===== src/rtl/phold_pkg.sv =====
// Shared PHOLD definitions: MC command codes, requester-ID sizing and the
// state encoding of the MC port lock FSM.
package phold_pkg;

    // Convey MC request command codes used by PHOLD requesters
    localparam logic [2:0] MC_CMD_RD   = 3'd1;
    localparam logic [2:0] MC_CMD_WR   = 3'd2;
    localparam logic [3:0] MC_SCMD_NUL = 4'd0;

    // Requester-ID field width carried in rtnctl MSBs; never narrower than 1 bit
    function automatic int unsigned id_w(input int unsigned n);
        return (n <= 1) ? 1 : $clog2(n);
    endfunction

    // MC port ownership: open round-robin or held by one requester
    typedef enum logic {
        ARB    = 1'b0,
        LOCKED = 1'b1
    } arb_state_t;

endpackage


===== src/rtl/phold_mc_arbiter_rr_arbiter.sv =====
// Round-robin picker: first asserted request at or after ptr, wrapping mod N.
// Shared by the MC port arbiter and the event queue.
module rr_arbiter #(
    parameter int unsigned N  = 4,
    parameter int unsigned IW = 2
) (
    input  logic [N-1:0]  req,
    input  logic [IW-1:0] ptr,
    input  logic          en,
    output logic [N-1:0]  gnt,
    output logic [IW-1:0] gnt_idx,
    output logic          any
);

    int unsigned j;

    // Scan from ptr upward, take the first live request
    always_comb begin
        gnt     = '0;
        gnt_idx = '0;
        any     = 1'b0;
        j       = 0;
        for (int unsigned k = 0; k < N; k++) begin
            j = 32'(ptr) + k;
            if (j >= N) begin
                j = j - N;
            end
            if (en && !any && (|(req & (N'(1) << j)))) begin
                gnt     = N'(1) << j;
                gnt_idx = IW'(j);
                any     = 1'b1;
            end
        end
    end

endmodule


===== src/rtl/phold_mc_arbiter.sv =====
// Shares one Convey MC port between NUM_REQ PHOLD requesters: round-robin
// grant with optional lock, requester ID tagged into rtnctl MSBs, responses
// routed back by that tag.
module phold_mc_arbiter
    import phold_pkg::*;
#(
    parameter  int unsigned NUM_REQ      = 4,
    parameter  int unsigned RTNCTL_WIDTH = 32,
    parameter  int unsigned ID_W         = id_w(NUM_REQ),
    localparam int unsigned UW           = RTNCTL_WIDTH - ID_W
) (
    input  logic                      clk,
    input  logic                      i_reset,
    input  logic [NUM_REQ-1:0]        req_vld,
    input  logic [NUM_REQ-1:0]        req_lock,
    input  logic [3*NUM_REQ-1:0]      req_cmd,
    input  logic [4*NUM_REQ-1:0]      req_scmd,
    input  logic [2*NUM_REQ-1:0]      req_size,
    input  logic [48*NUM_REQ-1:0]     req_vadr,
    input  logic [64*NUM_REQ-1:0]     req_data,
    input  logic [UW*NUM_REQ-1:0]     req_rtnctl,
    output logic [NUM_REQ-1:0]        req_rdy,
    output logic                      mc_rq_vld,
    output logic [2:0]                mc_rq_cmd,
    output logic [3:0]                mc_rq_scmd,
    output logic [1:0]                mc_rq_size,
    output logic [47:0]               mc_rq_vadr,
    output logic [63:0]               mc_rq_data,
    output logic [RTNCTL_WIDTH-1:0]   mc_rq_rtnctl,
    input  logic                      mc_rq_stall,
    input  logic                      mc_rs_vld,
    input  logic [2:0]                mc_rs_cmd,
    input  logic [3:0]                mc_rs_scmd,
    input  logic [63:0]               mc_rs_data,
    input  logic [RTNCTL_WIDTH-1:0]   mc_rs_rtnctl,
    output logic                      mc_rs_stall,
    output logic [NUM_REQ-1:0]        rs_vld,
    output logic [2:0]                rs_cmd,
    output logic [3:0]                rs_scmd,
    output logic [63:0]               rs_data,
    output logic [UW-1:0]             rs_rtnctl,
    input  logic [NUM_REQ-1:0]        rs_stall,
    output logic [63:0]               arb_stalls
);

    arb_state_t         state, state_nxt;
    logic [ID_W-1:0]    ptr, ptr_nxt, owner, owner_nxt;
    logic               r_stall;
    logic               arb_en;
    logic [NUM_REQ-1:0] rr_gnt, owner_oh;
    logic [ID_W-1:0]    rr_idx;
    logic               rr_any;
    logic               xfer;
    logic [ID_W-1:0]    xfer_idx;
    logic [ID_W-1:0]    rs_id;
    logic [NUM_REQ-1:0] rs_hit;

    function automatic logic [ID_W-1:0] next_ptr(input logic [ID_W-1:0] i);
        if (32'(i) + 32'd1 >= NUM_REQ) begin
            return '0;
        end
        return i + ID_W'(1);
    endfunction

    assign arb_en   = (state == ARB) && !r_stall && !i_reset;
    assign owner_oh = NUM_REQ'(1) << owner;

    rr_arbiter #(
        .N  (NUM_REQ),
        .IW (ID_W)
    ) u_rr (
        .req     (req_vld),
        .ptr     (ptr),
        .en      (arb_en),
        .gnt     (rr_gnt),
        .gnt_idx (rr_idx),
        .any     (rr_any)
    );

    // Lock FSM next state, pointer update and the one-hot accept
    always_comb begin
        req_rdy   = '0;
        xfer      = 1'b0;
        xfer_idx  = owner;
        state_nxt = state;
        ptr_nxt   = ptr;
        owner_nxt = owner;
        case (state)
            ARB: begin
                req_rdy  = rr_gnt;
                xfer     = rr_any;
                xfer_idx = rr_idx;
                if (rr_any) begin
                    ptr_nxt = next_ptr(rr_idx);
                    if (|(req_lock & rr_gnt)) begin
                        state_nxt = LOCKED;
                        owner_nxt = rr_idx;
                    end
                end
            end
            LOCKED: begin
                if ((|(req_vld & owner_oh)) && !r_stall && !i_reset) begin
                    req_rdy = owner_oh;
                    xfer    = 1'b1;
                    if (!(|(req_lock & owner_oh))) begin
                        state_nxt = ARB;
                        ptr_nxt   = next_ptr(owner);
                    end
                end else if (!(|(req_lock & owner_oh)) && !(|(req_vld & owner_oh))) begin
                    state_nxt = ARB;
                end
            end
            default: state_nxt = ARB;
        endcase
    end

    // Lock FSM state, round-robin pointer, owner and registered MC stall
    always_ff @(posedge clk or posedge i_reset) begin
        if (i_reset) begin
            state   <= ARB;
            ptr     <= '0;
            owner   <= '0;
            r_stall <= 1'b0;
        end else begin
            state   <= state_nxt;
            ptr     <= ptr_nxt;
            owner   <= owner_nxt;
            r_stall <= mc_rq_stall;
        end
    end

    // MC request register: winner's fields one cycle after transfer
    always_ff @(posedge clk or posedge i_reset) begin
        if (i_reset) begin
            mc_rq_vld    <= 1'b0;
            mc_rq_cmd    <= '0;
            mc_rq_scmd   <= '0;
            mc_rq_size   <= '0;
            mc_rq_vadr   <= '0;
            mc_rq_data   <= '0;
            mc_rq_rtnctl <= '0;
        end else begin
            mc_rq_vld <= xfer;
            if (xfer) begin
                mc_rq_cmd    <= req_cmd[xfer_idx*3 +: 3];
                mc_rq_scmd   <= req_scmd[xfer_idx*4 +: 4];
                mc_rq_size   <= req_size[xfer_idx*2 +: 2];
                mc_rq_vadr   <= req_vadr[xfer_idx*48 +: 48];
                mc_rq_data   <= req_data[xfer_idx*64 +: 64];
                mc_rq_rtnctl <= {xfer_idx, req_rtnctl[xfer_idx*UW +: UW]};
            end
        end
    end

    // IDs at or above NUM_REQ shift the one-hot out of range, dropping the response
    assign rs_id  = mc_rs_rtnctl[RTNCTL_WIDTH-1 -: ID_W];
    assign rs_hit = mc_rs_vld ? (NUM_REQ'(1) << rs_id) : '0;

    // Response demux register and response back-pressure
    always_ff @(posedge clk or posedge i_reset) begin
        if (i_reset) begin
            rs_vld      <= '0;
            rs_cmd      <= '0;
            rs_scmd     <= '0;
            rs_data     <= '0;
            rs_rtnctl   <= '0;
            mc_rs_stall <= 1'b0;
        end else begin
            rs_vld      <= rs_hit;
            mc_rs_stall <= |rs_stall;
            if (mc_rs_vld) begin
                rs_cmd    <= mc_rs_cmd;
                rs_scmd   <= mc_rs_scmd;
                rs_data   <= mc_rs_data;
                rs_rtnctl <= mc_rs_rtnctl[UW-1:0];
            end
        end
    end

    // Saturating count of cycles with pending requests and no grant
    always_ff @(posedge clk or posedge i_reset) begin
        if (i_reset) begin
            arb_stalls <= '0;
        end else if ((|req_vld) && !(|req_rdy) && (arb_stalls != '1)) begin
            arb_stalls <= arb_stalls + 64'd1;
        end
    end

endmodule


===== config.mk =====
export PLATFORM = sky130hd
export DESIGN_NAME = phold_mc_arbiter
export DESIGN_NICKNAME = d
export VERILOG_FILES = /design/src/rtl/phold_pkg.sv /design/src/rtl/phold_mc_arbiter_rr_arbiter.sv /design/src/rtl/phold_mc_arbiter.sv
export SDC_FILE = /design/constraint.sdc
export NUM_CORES = 1
export LEC_CHECK = 0
export ABC_AREA = 0
export CAP_MARGIN = 20
export CORE_AREA = 2 2 406 408
export DETAILED_ROUTE_END_ITERATION = 16
export DIE_AREA = 0 0 408 410
export PLACE_DENSITY = 0.35
export SKIP_CTS_REPAIR_TIMING = 1
export SYNTH_ARGS = -nofsm -noshare
export SYNTH_HDL_FRONTEND = slang
export SYNTH_SLANG_ARGS = --single-unit

===== constraint.sdc =====
create_clock -name clk -period 30.1 [get_ports clk]
set_input_delay 6.02 -clock clk [delete_from_list [all_inputs] [get_ports clk]]
set_output_delay 6.02 -clock clk [all_outputs]
set_load 0.05 [all_outputs]

==> flow_metrics.py, run 1 <==
metrics = {
    "outcome": {
        "status": "completed",
    },
    "power_and_ir_drop": {
        "peakVddDrop_uv": 51.1,
        "power_leakage_nw": 13.1,
        "power_density_mw_per_mm2": 84.2,
    },
    "synthesis": {
        "yosysWarnings": 0,
        "avgSynthCellArea_um2": 10.9,
        "syn_nets": 2440,
        "synth_flop_cell": "dfrtp_1",
        "ys_seq_area_share_pct": 44.6,
        "synthDistinctLibCells": 64,
        "synth_seq_cells": 330,
        "synthTopCellsByArea": "dfrtp_1 (45%), mux2i_1 (8.2%), mux2_2 (6.2%), o22ai_1 (5.2%), or3_1 (5.1%)",
        "synth_area_mm2": 0.0185,
        "synth_top_cell_by_area": "dfrtp_1",
        "synth_most_common_cell": "dfrtp_1",
        "synth_top_area_share_pct": 44.6,
        "ys_async_sr_fraction_pct": 100,
        "yosys-top-cells-count": "dfrtp_1 (330), o22ai_1 (153), mux2i_1 (152), or3_1 (152), o21ai_0 (135)",
        "synthCells": 1703,
        "synth_edf_count": 0,
    },
    "clock_tree": {
        "cts_root_buf": "clkbuf_16",
        "cts_made_buffers": 49,
        "clock_path_buffers": 3,
        "path_clk_slew_ns": 0.05,
        "clock_sinks": 330,
        "clock_latency_ns": 0.63,
        "cts_tree": "yes",
        "cts_max_level": 2,
    },
    "sta": {
        "setup_tns_ns": 0,
        "tightest_slew_ns": 1.18,
        "hold_viol_final": 0,
        "rsz0062_at_grt": "no",
        "min_period_ns": 15.31,
        "timing.fmax_mhz": 65.3,
        "setup_viol": 0,
        "slew_violations": 0,
        "fin_skew_ns": 0.0204,
        "relSlewSlack_pct": 20.8,
        "fin_crit_sh_pct": 50.9,
    },
    "place": {
        "dpl_cell_area_mm2": 0.0313,
        "gp_congestion": 0.818,
        "hpwlAfterDp_um": 96400,
        "port_buffers": 1050,
    },
    "route": {
        "drt-total-wl_um": 128000,
        "drtAntennaViolNets": 0,
        "drc": 0,
        "wl_per_cell_um": 26.0,
        "vias_per_cell": 3.93,
        "drt_first_pass_iters": 5,
        "first_iter_violations": 1407,
        "vias": 19400,
    },
    "floorplan": {
        "core_mm2": 0.163,
        "start_util_pct": 11.3,
        "die_area_mm2": 0.167,
        "rows": 149,
        "die_y_um": 410,
        "dieWidth_um": 408,
        "ios": 1051,
    },
    "setup_path": {
        "cpMaxStageDelayCell": "clkdlybuf4s50_1",
        "worst_ep_arrival_time_ns": 9.29,
        "max_stage_delay_ns": 0.92,
        "required_ns": 24.08,
        "crit_path_end_kind": "primary output",
        "worst-path-buf-inv": 2,
        "path_class": "input pin to primary output",
        "cpMostUsedCell": "clkdlybuf4s50_1",
        "crit_chain": "clkdlybuf4s50_1 -> nor3_2 -> nand3_1 -> o22ai_1 -> a21o_1 -> clkdlybuf4s50_1",
        "start_kind": "input pin",
        "cp_top_family": "buffers and inverters",
        "crit_fanout": 10,
    },
    "worst_hold_path": {
        "holdCritPathClass": "register to register",
    },
    "layout": {
        "area_growth_pct": 79.0,
        "seq_area_mm2": 0.00826,
        "num-fill-cells": 17900,
        "fin_area_mm2": 0.0331,
        "fin_nets": 3415,
        "multi_input_area_mm2": 0.00950,
        "utilization_pct": 20.3,
        "drive_gt1_share_pct": 11.6,
    },
    "global_route": {
        "antenna_found_initial": 51,
        "grt_usage_pct": 14.5,
        "grt_pass1_vias": 19400,
        "grt_start_max_net_pins": 153,
        "grt_pass1_wl_um": 171000,
        "overflow": 0,
    },
    "job": {
        "maxCapViolations": 0,
    },
}
flip-flops by register name, indices dropped and copies added, names as in the netlist, 3 cells and up:
name and count:
rs_data 64, mc_rq_data 64, rs_rtnctl 30, rs_cmd 3, arb_stalls 64, mc_rq_rtnctl 32, mc_rq_scmd 4, mc_rq_vadr 48
rs_scmd 4, mc_rq_cmd 3, rs_vld 4
power breakdown:
part	switching, mW	leakage, nW	internal [mW]
Sequential	0.0945	3.82	0.568
Clock	0.254	0.811	0.356
Combinational	0.973	8.43	0.541
stage by stage:
stage	power [mW]	setup slack, ns	hold WS, ns	instances
after floorplan	1.55	14.94	0.544	1703
final	2.79	14.79	0.492	4927
after global routing	2.93	14.64	0.516	4920
after detailed placement	2.17	14.79	0.487	4812
after global placement	2.18	14.77	0.480	4812
after CTS	2.81	14.78	0.495	4901
area by class of cell:
class | count | share of cell area [%]
timing repair buffer | 1079 | 32.8
clock inverter | 13 | 0.438
clock buffer | 76 | 4.50
inverter | 17 | 0.215
antenna | 22 | 0.166
tap | 2189 | 8.27
multi-input combinational | 1201 | 28.7
sequential | 330 | 24.9
routing by layer:
layer	GRT usage [%]	up-vias	part of all wire, %
met4	4.67	4	2.5
met1	17.8	9696	41
met5	0	-	0.015
li1	-	8638	-
met3	5.20	161	8.7
met2	23.6	876	48
cell families (layout without fill, tap and decap cells):
kind of cell               Yosys count  count (layout)  share of synthesized area (%)
buffers and inverters              172            1185                           4.21
other                                0              22                              0
AOI/OAI and AO/OA                  511             511                           20.5
adders and majority gates           14              14                          0.947
DFF                                330             330                           44.6
xor gates and xnor gates            64              64                           3.03
muxes                              255             255                           14.5
and+or+nand+nor                    357             357                           12.2
path summary, 6_finish.rpt:
kind / start / to / slack, ns / cells past startpoint
setup / recovery: i_reset / req_rdy[3] / 14.79 / 6
hold / removal: arb_stalls[10] / arb_stalls[10] / 0.49 / 1
setup reg to reg: ptr[0] / mc_rq_vadr[18] / 24.98 / 12
hold reg to reg: arb_stalls[10] / arb_stalls[10] / 0.49 / 1
max in group asynchronous: i_reset / mc_rq_vadr[0] / 21.84 / 4
min in group asynchronous: i_reset / owner[1] / 6.14 / 2
cells in the final DEF, fill, tap and decap left out, drive strengths merged, types with 14 or more instances in the layout:
cell type / instances
nor3: 46
clkdlybuf4s50: 1049
clkbuf: 76
buf: 30
mux2: 103
a221oi: 152
or3: 152
inv: 18
nand3: 25
o22ai: 153
ha: 14
mux2i: 152
nand4: 23
xor2: 48
nand2: 38
dfrtp: 330
xnor2: 16
o21ai: 159
nor2: 30
diode: 22
(Power assumes the default switching activity.)
==> inputs of run 2 (changes only) <==
--- a/config.mk
+++ b/config.mk
@@ -7,9 +7,9 @@
 export LEC_CHECK = 0
 export ABC_AREA = 0
 export CAP_MARGIN = 20
-export CORE_AREA = 2 2 406 408
+export CORE_AREA = 2 2 409 411
 export DETAILED_ROUTE_END_ITERATION = 16
-export DIE_AREA = 0 0 408 410
+export DIE_AREA = 0 0 411 413
 export PLACE_DENSITY = 0.35
 export SKIP_CTS_REPAIR_TIMING = 1
 export SYNTH_ARGS = -nofsm -noshare
==> constraint.sdc (replaced) <==
create_clock -name clk -period 15.7 [get_ports clk]
set_input_delay 3.14 -clock clk [delete_from_list [all_inputs] [get_ports clk]]
set_output_delay 3.14 -clock clk [all_outputs]
set_load 0.05 [all_outputs]
==> flow_metrics.py, run 2 (same netlist as run 1, synthesis figures left out) <==
metrics = {
    "setup_path": {
        "crit_path_end_kind": "primary output",
        "worst_ep_arrival_time_ns": 6.44,
        "start_kind": "input pin",
        "crit_fanout": 10,
        "reg2reg_slack_ns": 9.75,
        "path_class": "input pin to primary output",
        "required_ns": 12.56,
    },
    "layout": {
        "area_growth_pct": 78.1,
        "fin_nets": 3411,
        "layout_commonest_cell": "clkdlybuf4s50_1",
        "fin_cells": 4924,
        "utilization_pct": 19.9,
        "final_cell_mix": "clkdlybuf4s50_1 (1049), dfrtp_1 (330), o22ai_1 (153)",
        "drive_gt1_share_pct": 11.1,
        "top_regs": "arb_stalls x64, mc_rq_data x64, rs_data x64",
    },
    "sta": {
        "hold_viol_final": 0,
        "setup_viol": 0,
        "fin_skew_ns": 0.0212,
        "tightest_slew_ns": 1.51,
        "fin_crit_sh_pct": 61.0,
        "slew_violations": 17,
        "relSlewSlack_pct": -0.956,
        "timing.fmax_mhz": 104,
        "fin_hold_ws_ns": 0.487,
        "rsz0062_at_grt": "no",
        "setup_tns_ns": 0,
        "min_period_ns": 9.58,
    },
    "clock_tree": {
        "cts_tree": "yes",
        "clock_latency_ns": 0.64,
        "cts_max_level": 2,
        "path_clk_slew_ns": 0.05,
        "clock_path_buffers": 3,
        "cts_root_buf": "clkbuf_16",
        "cts_made_buffers": 49,
        "clock_sinks": 330,
    },
    "global_route": {
        "antenna_found_initial": 26,
        "grt_start_max_net_pins": 152,
        "grt_usage_pct": 13.7,
        "overflow": 0,
        "grt_pass1_wl_um": 166000,
        "grt_pass1_vias": 19900,
    },
    "route": {
        "first_iter_violations": 859,
        "drt_first_pass_iters": 7,
        "vias_per_cell": 3.87,
        "vias": 19000,
        "drc": 0,
        "wl_per_cell_um": 24.9,
        "drtAntennaViolNets": 0,
        "drt-total-wl_um": 122000,
    },
    "outcome": {
        "failed_checks": "max-slew violations",
        "status": "finished, violations left",
    },
    "floorplan": {
        "die_area_mm2": 0.170,
        "ios": 1051,
        "die_y_um": 413,
        "rows": 150,
        "dieWidth_um": 411,
        "core_mm2": 0.166,
        "start_util_pct": 11.2,
    },
    "power_and_ir_drop": {
        "power_leakage_nw": 13.0,
        "p_clk_share_pct": 21.6,
        "power.internal_mw": 2.76,
        "combPwrFrac_pct": 54.3,
        "p_total_mw": 5.25,
        "peakVddDrop_uv": 130,
        "power_density_mw_per_mm2": 159,
        "p_switching_mw": 2.49,
        "p_sw_share_pct": 47.4,
        "power_frac_seq_pct": 24.1,
    },
    "job": {
        "maxCapViolations": 0,
    },
    "place": {
        "port_buffers": 1050,
        "hpwlAfterDp_um": 90400,
        "dp_cells": 4825,
        "gp_congestion": 0.805,
    },
    "worst_hold_path": {
        "holdCritPathClass": "register to register",
    },
}
[run 2: changes by cell type in the layout (fill, tap and decap cells not counted), moves of 3 or more]
cell / before / now
diode_2: 22 / 14
buf_16: 3 / 0
clkinv_2: 8 / 5
clkbuf_8: 14 / 9
clkbuf_1: 12 / 15
clkinv_16: 0 / 3
[run 2: path summary, 6_finish.rpt]
kind                                      from             end  cells after the start
worst max-delay path                   i_reset      req_rdy[2]                      6
worst min-delay path            arb_stalls[62]  arb_stalls[62]                      1
worst max register to register          ptr[0]  mc_rq_data[34]                     13
worst min register to register  arb_stalls[62]  arb_stalls[62]                      1
max in group asynchronous              i_reset    mc_rq_cmd[1]                      5
min in group asynchronous              i_reset           state                      2
[run 2: worst max-delay path: stages]
cell and delay (ns):
clkdlybuf4s50_1 0.63, nor3_2 0.76, nand3_1 0.35, o311ai_1 0.53, or2_2 0.22, clkdlybuf4s50_1 0.80
[run 2: stage by stage]
stage	setup WS (ns)	area, um^2
CTS	6.20	32900
global placement	6.19	31300
floorplan	3.42	18500
detailed placement	6.22	31300
finish	6.12	33000
global route	5.96	33000
[run 2: power by group through the flow]
| stage | clock, mW | combinational [mW] | sequential (mW) |
|---|---|---|---|
| 2_1_floorplan | 0 | 0.950 | 2.02 |
| 3_3_place_gp | 0 | 2.89 | 1.28 |
| 3_5_place_dp | 0 | 2.88 | 1.27 |
| 4_1_cts | 1.19 | 2.89 | 1.26 |
| 5_1_grt | 1.22 | 3.00 | 1.30 |
| 6_report | 1.14 | 2.85 | 1.26 |
[run 2: final cells by class]
type,count,area [um^2]
Fill cell,18300,133000
Timing Repair Buffer,1075,10700
Multi-Input combinational cell,1201,9500
Sequential cell,330,8260
Tap cell,2204,2760
Clock buffer,73,1410
Clock inverter,10,175
Inverter,17,71.3
Antenna cell,14,35.0
[run 2: per-layer routing]
metal / wire length [um] / vias up / GRT usage (%)
li1: - / 8605 / -
met1: 48900 / 9622 / 16.3
met2: 62200 / 679 / 23.5
met3: 8700 / 117 / 3.91
met4: 2550 / 10 / 4.43
met5: 65 / - / 0
==> inputs of run 3 (changes only) <==
==> constraint.sdc (replaced) <==
create_clock -name clk -period 9.3 [get_ports clk]
set_input_delay 1.86 -clock clk [delete_from_list [all_inputs] [get_ports clk]]
set_output_delay 1.86 -clock clk [all_outputs]
set_load 0.05 [all_outputs]
==> flow_metrics.py, run 3 (same netlist as run 1, synthesis figures left out) <==
metrics = {
    "global_route": {
        "grt_usage_pct": 14.0,
        "grt_start_max_net_pins": 153,
        "grt_pass1_vias": 19400,
        "grt_pass1_wl_um": 168000,
        "overflow": 0,
        "antenna_found_initial": 32,
    },
    "layout": {
        "drive_gt1_share_pct": 11.6,
        "fin_nets": 3412,
        "top_regs": "arb_stalls x64, mc_rq_data x64, rs_data x64",
        "layout_commonest_cell": "clkdlybuf4s50_1",
        "area_growth_pct": 79.1,
        "final_cell_mix": "clkdlybuf4s50_1 (1049), dfrtp_1 (330), o22ai_1 (153)",
    },
    "floorplan": {
        "rows": 150,
        "die_area_mm2": 0.170,
        "die_y_um": 413,
        "start_util_pct": 11.2,
        "core_mm2": 0.166,
        "ios": 1051,
        "dieWidth_um": 411,
    },
    "power_and_ir_drop": {
        "peakVddDrop_uv": 136,
        "power_density_mw_per_mm2": 271,
        "p_sw_share_pct": 47.1,
        "combPwrFrac_pct": 53.7,
        "power_leakage_nw": 13.1,
        "power.internal_mw": 4.76,
        "power_frac_seq_pct": 23.7,
        "p_clk_share_pct": 22.6,
        "p_switching_mw": 4.24,
    },
    "route": {
        "vias": 19100,
        "first_iter_violations": 1296,
        "drt-total-wl_um": 125000,
        "drt_first_pass_iters": 5,
        "drtAntennaViolNets": 0,
        "vias_per_cell": 3.88,
        "wl_per_cell_um": 25.4,
        "drc": 0,
    },
    "place": {
        "port_buffers": 1050,
        "hpwlAfterDp_um": 94400,
        "gp_congestion": 0.822,
    },
    "sta": {
        "fin_crit_sh_pct": 73.4,
        "rsz0062_at_grt": "no",
        "slew_violations": 0,
        "min_period_ns": 6.83,
        "tightest_slew_ns": 1.11,
        "fin_hold_ws_ns": 0.496,
        "setup_tns_ns": 0,
        "timing.fmax_mhz": 147,
        "hold_viol_final": 0,
        "fin_skew_ns": 0.0471,
        "setup_viol": 0,
        "relSlewSlack_pct": 26.2,
    },
    "clock_tree": {
        "cts_root_buf": "clkbuf_16",
        "cts_tree": "yes",
        "clock_latency_ns": 0.65,
        "clock_sinks": 330,
        "cts_max_level": 2,
        "cts_made_buffers": 50,
        "path_clk_slew_ns": 0.06,
        "clock_path_buffers": 3,
    },
    "setup_path": {
        "required_ns": 7.44,
        "start_kind": "input pin",
        "worst_ep_arrival_time_ns": 4.97,
        "path_class": "input pin to primary output",
        "crit_fanout": 10,
        "crit_path_end_kind": "primary output",
    },
    "job": {
        "maxCapViolations": 0,
    },
    "worst_hold_path": {
        "holdCritPathClass": "register to register",
    },
    "outcome": {
        "status": "completed",
    },
}
==> run 3: worst max-delay path, cell delays in order <==
cell             delay, ns
clkdlybuf4s50_1       0.56
nor3_2                0.68
nand3_1               0.34
o311ai_1              0.50
or2_2                 0.22
clkdlybuf4s50_1       0.80
==> run 3: stage by stage <==
| stage | instances | util [%] | setup slack (ns) | power [mW] | area [um^2] |
|---|---|---|---|---|---|
| detailed placement | 4827 | 18.9 | 2.52 | 7.03 | 31400 |
| global placement | 4827 | 18.9 | 2.46 | 7.06 | 31400 |
| global route | 4923 | 20.0 | 2.34 | 9.43 | 33100 |
| CTS | 4920 | 20.0 | 2.51 | 9.17 | 33100 |
| finish | 4929 | 20.0 | 2.47 | 9.00 | 33100 |
| floorplan | 1703 | - | 3.03 | 5.02 | 18500 |
==> run 3: final timing paths <==
path | startpoint | cells past startpoint | slack, ns | end
max | i_reset | 6 | 2.47 | req_rdy[2]
min | arb_stalls[35] | 1 | 0.50 | arb_stalls[35]
max reg2reg | ptr[0] | 11 | 4.88 | mc_rq_data[56]
min reg2reg | arb_stalls[35] | 1 | 0.50 | arb_stalls[35]
max in group asynchronous | i_reset | 4 | 6.04 | mc_rq_data[47]
min in group asynchronous | i_reset | 3 | 1.92 | state
==> run 3: power by group through the flow <==
stage / logic (mW) / clock network [mW] / registers (mW)
finish: 4.83 / 2.03 / 2.13
global route: 5.07 / 2.18 / 2.18
CTS: 4.90 / 2.12 / 2.14
detailed placement: 4.88 / 0 / 2.15
global placement: 4.90 / 0 / 2.16
floorplan: 1.60 / 0 / 3.41
==> run 3: area by class of cell <==
class	count	area, um^2
diodes	9	22.5
flip-flops and latches	330	8260
clock inverters	18	245
clock buffers	75	1490
fillers	18300	133000
multi-input cells	1201	9510
well taps	2204	2760
repair buffers	1075	10800
inverters	17	67.6
==> run 3: routing by layer <==
metal  vias to the layer above  GRT usage, %  routed length [um]
met2                       698          25.1               64900
li1                       8634             -                   -
met3                       127          2.80                6780
met5                         -             0                 107
met1                      9669          17.2               51400
met4                        18          2.89                2120
